### config.mk
export PLATFORM = sky130hd
export DESIGN_NAME = pipeline_stage_elastic
export DESIGN_NICKNAME = d
export VERILOG_FILES = /design/src/rtl/pipeline_stage_elastic.sv
export SDC_FILE = /design/constraint.sdc
export NUM_CORES = 1
export LEC_CHECK = 0
export BUFFER_PORTS_ARGS = -buffer_cell sky130_fd_sc_hd__buf_2
export CELL_PAD_IN_SITES_DETAIL_PLACEMENT = 1
export CELL_PAD_IN_SITES_GLOBAL_PLACEMENT = 2
export CORE_ASPECT_RATIO = 2
export CORE_MARGIN = 5
export CORE_UTILIZATION = 28
export CTS_BUF_LIST = sky130_fd_sc_hd__clkbuf_8
export CTS_CLUSTER_DIAMETER = 80
export DETAILED_ROUTE_END_ITERATION = 6
export GPL_TIMING_DRIVEN = 0
export PLACE_DENSITY = 0.86
export SLEW_MARGIN = 20
export SYNTH_ARGS = -nofsm -noshare
export SYNTH_HDL_FRONTEND = slang
export SYNTH_SLANG_ARGS = --single-unit
### constraint.sdc
create_clock -name clk -period 1.45 [get_ports clk]
set_input_delay 0.145 -clock clk [delete_from_list [all_inputs] [get_ports clk]]
set_output_delay 0.145 -clock clk [all_outputs]
set_load 0.005 [all_outputs]
### src/rtl/pipeline_stage_elastic.sv
// ---------------------------------------------------------------------------
// pipeline_stage_elastic
//
// Purpose:
//   Multi-stage elastic pipeline register with valid/ready handshaking,
//   bubble collapsing and a synchronous flush. It sits between CPU pipeline
//   stages and absorbs downstream stalls without losing or duplicating words.
//   Words leave in strict FIFO order. With no stall, a word accepted in
//   cycle t is presented on out_* in cycle t+DEPTH.
//
// Parameters:
//   DATA_W    payload width in bits (>=1)
//   DEPTH     number of register stages (>=1), nominal latency in cycles
//
// Ports:
//   clk        in   rising-edge clock
//   rst        in   synchronous active-high reset (has priority over flush)
//   flush      in   synchronous kill of every in-flight entry
//   in_valid   in   upstream offers in_data
//   in_ready   out  block accepts in_data this cycle
//   in_data    in   upstream payload
//   out_valid  out  last stage holds a valid word
//   out_ready  in   downstream accepts out_data this cycle
//   out_data   out  payload of the last stage (always visible)
//   occupancy  out  registered count of valid stages (PIPE_OCCUPANCY_EN only)
//
// Optional feature macro:
//   PIPE_OCCUPANCY_EN - adds the occupancy port and its counter.
// ---------------------------------------------------------------------------
module pipeline_stage_elastic #(
  parameter int DATA_W = 32,
  parameter int DEPTH  = 1
) (
  input  logic              clk,
  input  logic              rst,
  input  logic              flush,
  input  logic              in_valid,
  output logic              in_ready,
  input  logic [DATA_W-1:0] in_data,
  output logic              out_valid,
  input  logic              out_ready,
  output logic [DATA_W-1:0] out_data
`ifdef PIPE_OCCUPANCY_EN
  ,
  output logic [$clog2(DEPTH+1)-1:0] occupancy
`endif
);

  // Per-stage state. Index DEPTH-1 is the tail that faces the output.
  logic [DEPTH-1:0]             r_v;
  logic [DEPTH-1:0][DATA_W-1:0] r_d;

  // Per-stage ready and per-stage source (what would move in on this edge).
  logic [DEPTH-1:0]             w_rdy;
  logic [DEPTH-1:0]             w_src_v;
  logic [DEPTH-1:0][DATA_W-1:0] w_src_d;

  // Ready chain from the tail backwards. An empty stage is always ready,
  // which lets bubbles collapse behind a stalled tail.
  always_comb begin
    w_rdy = '0;
    w_rdy[DEPTH-1] = out_ready | ~r_v[DEPTH-1];
    for (int i = DEPTH - 2; i >= 0; i--) begin
      w_rdy[i] = w_rdy[i+1] | ~r_v[i];
    end
  end

  // Source of each stage: the input ports for stage 0, the previous stage otherwise.
  always_comb begin
    w_src_v    = '0;
    w_src_d    = '0;
    w_src_v[0] = in_valid;
    w_src_d[0] = in_data;
    for (int i = 1; i < DEPTH; i++) begin
      w_src_v[i] = r_v[i-1];
      w_src_d[i] = r_d[i-1];
    end
  end

  // Stage registers: reset clears everything, flush kills valids but keeps data.
  always_ff @(posedge clk) begin
    if (rst) begin
      r_v <= '0;
      r_d <= '0;
    end else if (flush) begin
      r_v <= '0;
    end else begin
      for (int i = 0; i < DEPTH; i++) begin
        if (w_rdy[i]) begin
          r_v[i] <= w_src_v[i];
          // Data is only overwritten by a real word, so an idle stage keeps
          // its last payload instead of picking up garbage.
          if (w_src_v[i]) begin
            r_d[i] <= w_src_d[i];
          end
        end
      end
    end
  end

  // Flush masks both handshakes in the same cycle so nothing crosses the
  // boundary while the pipe is being killed.
  assign in_ready  = w_rdy[0] & ~flush;
  assign out_valid = r_v[DEPTH-1] & ~flush;
  assign out_data  = r_d[DEPTH-1];

`ifdef PIPE_OCCUPANCY_EN
  localparam int OCC_W = $clog2(DEPTH + 1);

  logic [OCC_W-1:0] r_occ;
  logic             w_acc;
  logic             w_dlv;

  assign w_acc = in_valid & in_ready;
  assign w_dlv = out_valid & out_ready;

  // Occupancy counter tracks accepts minus deliveries; it equals popcount(r_v).
  always_ff @(posedge clk) begin
    if (rst) begin
      r_occ <= '0;
    end else if (flush) begin
      r_occ <= '0;
    end else if (w_acc && !w_dlv) begin
      r_occ <= r_occ + OCC_W'(1);
    end else if (!w_acc && w_dlv) begin
      r_occ <= r_occ - OCC_W'(1);
    end else begin
      r_occ <= r_occ;
    end
  end

  assign occupancy = r_occ;
`endif

endmodule

==> flow_metrics.py, run 1 <==
metrics = {
    "sta": {
        "maxSlewViolCount": 0,
        "relSlewSlack_pct": 75.0,
        "rsz0062_at_grt": "false",
        "setup_viol": 0,
        "period_minus_slack_ns": 1.20,
        "finalHoldViolations": 0,
        "worst_pin_slew_ns": 0.375,
        "skew_ns": 0.00577,
        "finalCritPeriodShare_pct": 82.6,
        "setup_slack_ns": 0.252,
        "fmax_mhz": 835,
        "tns_ns": 0,
    },
    "place": {
        "dp_slack_ns": 0.254,
        "place_congestion": 0.715,
        "dp_hpwl_um": 3070,
        "io_buffers": 69,
    },
    "finish": {
        "area_delta_synth_final_pct": 33.2,
        "drive_gt1_share_pct": 36.9,
        "diodes": 0,
        "mostFrequentLayoutCell": "buf_2",
        "fillers": 656,
        "nNetsFinal": 259,
        "most-common-layout-cells": "70 x buf_2, 64 x nand2b_1, 33 x dfxtp_1",
    },
    "global_route": {
        "grt.total_usage_pct": 11.1,
        "antenna_found_initial": 0,
        "gr-total-overflow": 0,
        "grt_pass1_vias": 1384,
        "grt_max_degree": 11,
        "grt_pass1_wl_um": 6270,
    },
    "logic_synthesis": {
        "synth_top_cell_area_share_pct": 43.3,
        "seq_area_frac_synth_pct": 43.3,
        "ys_types": 12,
        "synth_seq_cells": 33,
        "synthTopCellsByArea": "dfxtp_1 43%, nand2b_1 26%, mux2i_1 21%",
        "syn_nets": 183,
        "ys_warn_count": 0,
        "syn_inst": 146,
        "syn_area_sq_um": 1530,
        "synth_largest_area_cell": "dfxtp_1",
        "syn_avg_cell_area_sq_um": 10.4,
    },
    "critical_path": {
        "endpoint_kind": "register",
        "reg2reg_slack_ns": 0.25,
        "r2r-start": "r_v$_SDFFE_PP0P_",
        "r2r_end": "out_data[11]$_SDFFE_PP0P_",
        "setup.worst_path.class": "register to register",
        "crit_required_ns": 1.66,
        "arrival_ns": 1.40,
        "start_kind": "register",
        "cp_max_fo": 10,
        "r2r_cells": 5,
    },
    "min_path": {
        "holdPathEnd": "r_v$_SDFFE_PP0P_",
        "min_from": "flush",
        "min_path_cells": 2,
        "hold_path.class": "input pin to register",
    },
    "clock_network": {
        "cts_tree": "yes",
        "holdBufCountCts": 0,
        "numCtsBuffers": 5,
        "cts_buffer_depth": 2,
        "clk_latency_ns": 0.28,
        "cts_max_level": 2,
        "cts.repair.resized": 0,
        "cts_root_buf": "clkbuf_8",
        "path_clk_slew_ns": 0.07,
        "clkSinkCount": 33,
        "postCtsSetupRepairBufs": 0,
    },
    "floorplan": {
        "die_area_sq_um": 7110,
        "io_pins": 71,
        "num_rows": 38,
        "die-height_um": 114,
        "start_util_pct": 28.4,
        "die_width_um": 62.2,
        "core_region_area_sq_um": 5370,
    },
    "detailed_routing": {
        "vias": 1239,
        "drt_iter0_markers": 11,
        "drt-vias-per-instance": 4.39,
        "drt_pass1_iterations": 4,
        "drc": 0,
        "wl_per_cell_um": 13.6,
        "routed_wl_um": 3850,
        "final_antenna_net_count": 0,
    },
    "power_and_ir_drop": {
        "peakVddDrop_v": 0.000600,
        "pwr_density_cell_nw_per_um2": 959,
        "p_leak_uw": 0.000933,
    },
    "status": {
        "outcome": "complete, no violations",
    },
    "job": {
        "cap_violations": 0,
    },
}
-- routing by layer --
metal / track usage [%] / part of all wire, % / up-vias / wire length [um]
met5: 0 / 0 / - / 0
met4: 5.21 / 1.6 / 0 / 63
met3: 3.93 / 6.0 / 6 / 229
met2: 21.6 / 59 / 40 / 2260
met1: 9.82 / 34 / 580 / 1300
li1: - / - / 613 / -
-- critical path, cell delays in order, from the launching register on --
cell	delay [ns]
dfxtp_1	0.31
nor2b_4	0.13
nor3b_2	0.17
buf_6	0.17
buf_12	0.15
mux2i_1	0.19
-- logic make-up after synthesis --
kind of cell           Yosys count  synth area share [%]
buffers and inverters           11                  6.48
flip-flops                      33                  43.3
multiplexers                    32                  21.0
AND/OR/NAND/NOR                 70                  29.2
-- flip-flops by register name, summed over array words and instances, names as in the netlist --
| register | count |
|---|---|
| out_data | 32 |
| r_v | 1 |
-- where the power goes --
group	internal [uW]	total, uW	switching [uW]
clock network	369	686	317
registers	954	978	23.7
logic	165	285	120
-- stage by stage --
stage               power, uW  utilization (%)  instance area [sq um]  hold slack (ns)  cells
CTS                      1990             37.8                   2030           0.0869    282
finish                   1950             37.8                   2030           0.0964    282
global route             2060             37.8                   2030           0.0937    282
global placement         1290             36.2                   1950            0.373    275
detailed placement       1290             36.2                   1950            0.396    275
floorplan                1160                -                   1530            0.224    146
-- synthesized netlist by cell type --
cell type	number
nor2b_4	1
mux2i_1	32
nand2b_1	64
nor2_1	2
dfxtp_1	33
nor2b_1	1
nor3b_2	1
buf_12	3
nor3_1	1
clkbuf_1	6
buf_6	1
buf_2	1
-- final cells by class --
| type | count | area (sq um) | area share (%) |
|---|---|---|---|
| tap | 60 | 75.1 | 3.69 |
| sequential | 33 | 661 | 32.5 |
| clock buffer | 6 | 82.6 | 4.06 |
| timing repair buffer | 69 | 345 | 17.0 |
| buffer | 11 | 98.8 | 4.86 |
| multi-input combinational | 102 | 766 | 37.7 |
| clock inverter | 1 | 3.75 | 0.185 |
-- how the worst max path moves through the flow --
| stage | startpoint | end | slack, ns | depth (start not counted) |
|---|---|---|---|---|
| final | r_v$_SDFFE_PP0P_ | out_data[11]$_SDFFE_PP0P_ | 0.25 | 5 |
| after global routing | r_v$_SDFFE_PP0P_ | out_data[11]$_SDFFE_PP0P_ | 0.15 | 5 |
| after CTS | r_v$_SDFFE_PP0P_ | out_data[11]$_SDFFE_PP0P_ | 0.23 | 5 |
| after detailed placement | r_v$_SDFFE_PP0P_ | out_data[11]$_SDFFE_PP0P_ | 0.25 | 5 |
| after global placement | r_v$_SDFFE_PP0P_ | out_data[15]$_SDFFE_PP0P_ | 0.28 | 5 |
| after floorplan | r_v$_SDFFE_PP0P_ | out_data[0]$_SDFFE_PP0P_ | 0.36 | 5 |
Note: power is estimated with default switching activity, not from simulation.
==> inputs of run 2 (changes only) <==
- clock period: 1.45 -> 1.25 ns (I/O delays scaled with it)
==> run 2 against run 1 <==
Net effect: setup slack lost 0.20 ns; sequential power grew 16%; clock power increased by 16%; power up 16%; sequential share of layout area down 0.20 points; maximum frequency is 0.24% lower; via count increased by 0.81%; combinational power increased by 18%; global-route usage is the same; clock-buffer cell count unchanged; die area unchanged; critical path type unchanged; critical endpoint unchanged; highest routed layer unchanged.
==> flow_metrics.py, run 2 (synthesized netlist as in run 1, its figures left out) <==
metrics = {
    "place": {
        "dp_cells": 275,
        "dp_hpwl_um": 3070,
        "place_congestion": 0.715,
        "io_buffers": 69,
    },
    "critical_path": {
        "critPathCapture": "out_data[11]$_SDFFE_PP0P_",
        "r2r-start": "r_v$_SDFFE_PP0P_",
        "cp_max_fo": 10,
        "setup.worst_path.class": "register to register",
        "cp_slowest_cell": "dfxtp_2",
        "start_kind": "register",
        "crit_chain": "nor2b_4, nor3b_2, buf_6, buf_12, mux2i_1",
        "crit_required_ns": 1.45,
        "r2r_end": "out_data[11]$_SDFFE_PP0P_",
        "slowest_delay_ns": 0.32,
        "endpoint_kind": "register",
        "reg2reg_slack_ns": 0.05,
        "critPathLaunch": "r_v$_SDFFE_PP0P_",
        "r2r_cells": 5,
        "arrival_ns": 1.40,
    },
    "floorplan": {
        "start_util_pct": 28.4,
        "die_area_sq_um": 7110,
        "num_rows": 38,
        "die-height_um": 114,
        "core_region_area_sq_um": 5370,
        "io_pins": 71,
        "die_width_um": 62.2,
    },
    "clock_network": {
        "cts_max_level": 2,
        "numCtsBuffers": 5,
        "holdBufCountCts": 0,
        "clk_latency_ns": 0.28,
        "cts_tree": "yes",
        "path_clk_slew_ns": 0.07,
        "clkSinkCount": 33,
        "cts_root_buf": "clkbuf_8",
        "cts_buffer_depth": 2,
    },
    "power_and_ir_drop": {
        "switching_share_pct": 23.5,
        "pwr-share-comb_pct": 14.8,
        "p_leak_uw": 0.000944,
        "finalPower_uw": 2260,
        "peakVddDrop_v": 0.000699,
        "power_switching_uw": 533,
        "internal_power_uw": 1730,
        "seqPwrFrac_pct": 50.1,
        "power_frac_clock_pct": 35.1,
        "pwr_density_cell_nw_per_um2": 1110,
    },
    "sta": {
        "skew_ns": 0.00423,
        "worst_pin_slew_ns": 0.375,
        "fmax_mhz": 833,
        "finalHoldViolations": 0,
        "rsz0062_at_grt": "true",
        "finalCritPeriodShare_pct": 96.0,
        "maxSlewViolCount": 0,
        "setup_viol": 0,
        "period_minus_slack_ns": 1.20,
        "relSlewSlack_pct": 75.0,
    },
    "job": {
        "cap_violations": 0,
    },
    "min_path": {
        "hold_path.class": "input pin to register",
    },
    "detailed_routing": {
        "routed_wl_um": 3860,
        "drc": 0,
        "vias": 1249,
        "drt-vias-per-instance": 4.40,
        "drt_pass1_iterations": 4,
        "wl_per_cell_um": 13.6,
        "drt_iter0_markers": 12,
        "final_antenna_net_count": 0,
    },
    "finish": {
        "drive_gt1_share_pct": 37.9,
        "mostFrequentLayoutCell": "buf_2",
        "area_delta_synth_final_pct": 34.3,
        "nNetsFinal": 261,
        "stdcell_count": 284,
        "largest_register_ffs": 32,
        "most-common-layout-cells": "70 x buf_2, 64 x nand2b_1, 32 x mux2i_1, 32 x dfxtp_1",
        "diodes": 0,
    },
    "global_route": {
        "grt.total_usage_pct": 11.1,
        "grt_pass1_vias": 1384,
        "grt_pass1_wl_um": 6270,
        "grt_max_degree": 11,
        "gr-total-overflow": 0,
        "antenna_found_initial": 0,
    },
    "status": {
        "outcome": "complete, no violations",
    },
}
run 2: cell types whose count changed in the layout (fill, tap and decap cells not counted):
cell,change
buf_4,+2
dfxtp_2,+1
dfxtp_1,-1
run 2: power by group through the flow:
stage	sequential (uW)	combinational (uW)	clock, uW
floorplan	1160	183	0
global placement	1160	336	0
detailed placement	1160	342	0
CTS	1140	343	834
global route	1140	373	883
finish	1130	335	794
run 2: layout make-up:
cell class,count,area [sq um]
flip-flops and latches,33,662
repair buffers,71,360
clock buffers,6,82.6
plain buffers,11,98.8
well taps,60,75.1
clock inverters,1,3.75
fillers,654,3320
multi-input cells,102,766
run 2: layer usage:
metal / global-route usage (%) / vias to the layer above / routed length (um)
met3: 3.93 / 6 / 229
met5: 0 / - / 0
met2: 21.6 / 40 / 2280
met1: 9.82 / 587 / 1290
met4: 5.21 / 0 / 63
li1: - / 616 / -
run 2: how the worst min path moves through the flow:
stage	from	end	slack, ns	depth (start not counted)
after floorplan	flush	r_v$_SDFFE_PP0P_	0.20	1
after global placement	flush	r_v$_SDFFE_PP0P_	0.35	2
after detailed placement	flush	r_v$_SDFFE_PP0P_	0.38	2
after CTS	flush	r_v$_SDFFE_PP0P_	0.07	2
after global routing	flush	r_v$_SDFFE_PP0P_	0.07	2
final	flush	r_v$_SDFFE_PP0P_	0.07	2
run 2: through the flow:
stage                     utilization, %  setup TNS, ns  area (sq um)  hold WS, ns  setup WS [ns]
final                               38.1              0          2050       0.0724         0.0494
after floorplan                        -              0          1530        0.204          0.159
after global routing                38.1         -0.184          2050       0.0735        -0.0356
after CTS                           37.8              0          2030       0.0669         0.0298
after global placement              36.2              0          1950        0.353         0.0788
after detailed placement            36.2              0          1950        0.376         0.0541
run 2: what timing repair did:
item | 4_1_cts | 5_1_grt
gates resized for setup | 0 | 1
hold endpoints to repair | 0 | 0
endpoints found under the setup margin | 0 | 26
buffers inserted | 0 | 2
run 2: worst max-delay path, delay by kind of cell, from the launching register on:
kind                   cells  cell delay, ns
buffers and inverters      2            0.30
flip-flops                 1            0.32
multiplexers               1            0.20
AND/OR/NAND/NOR            2            0.30
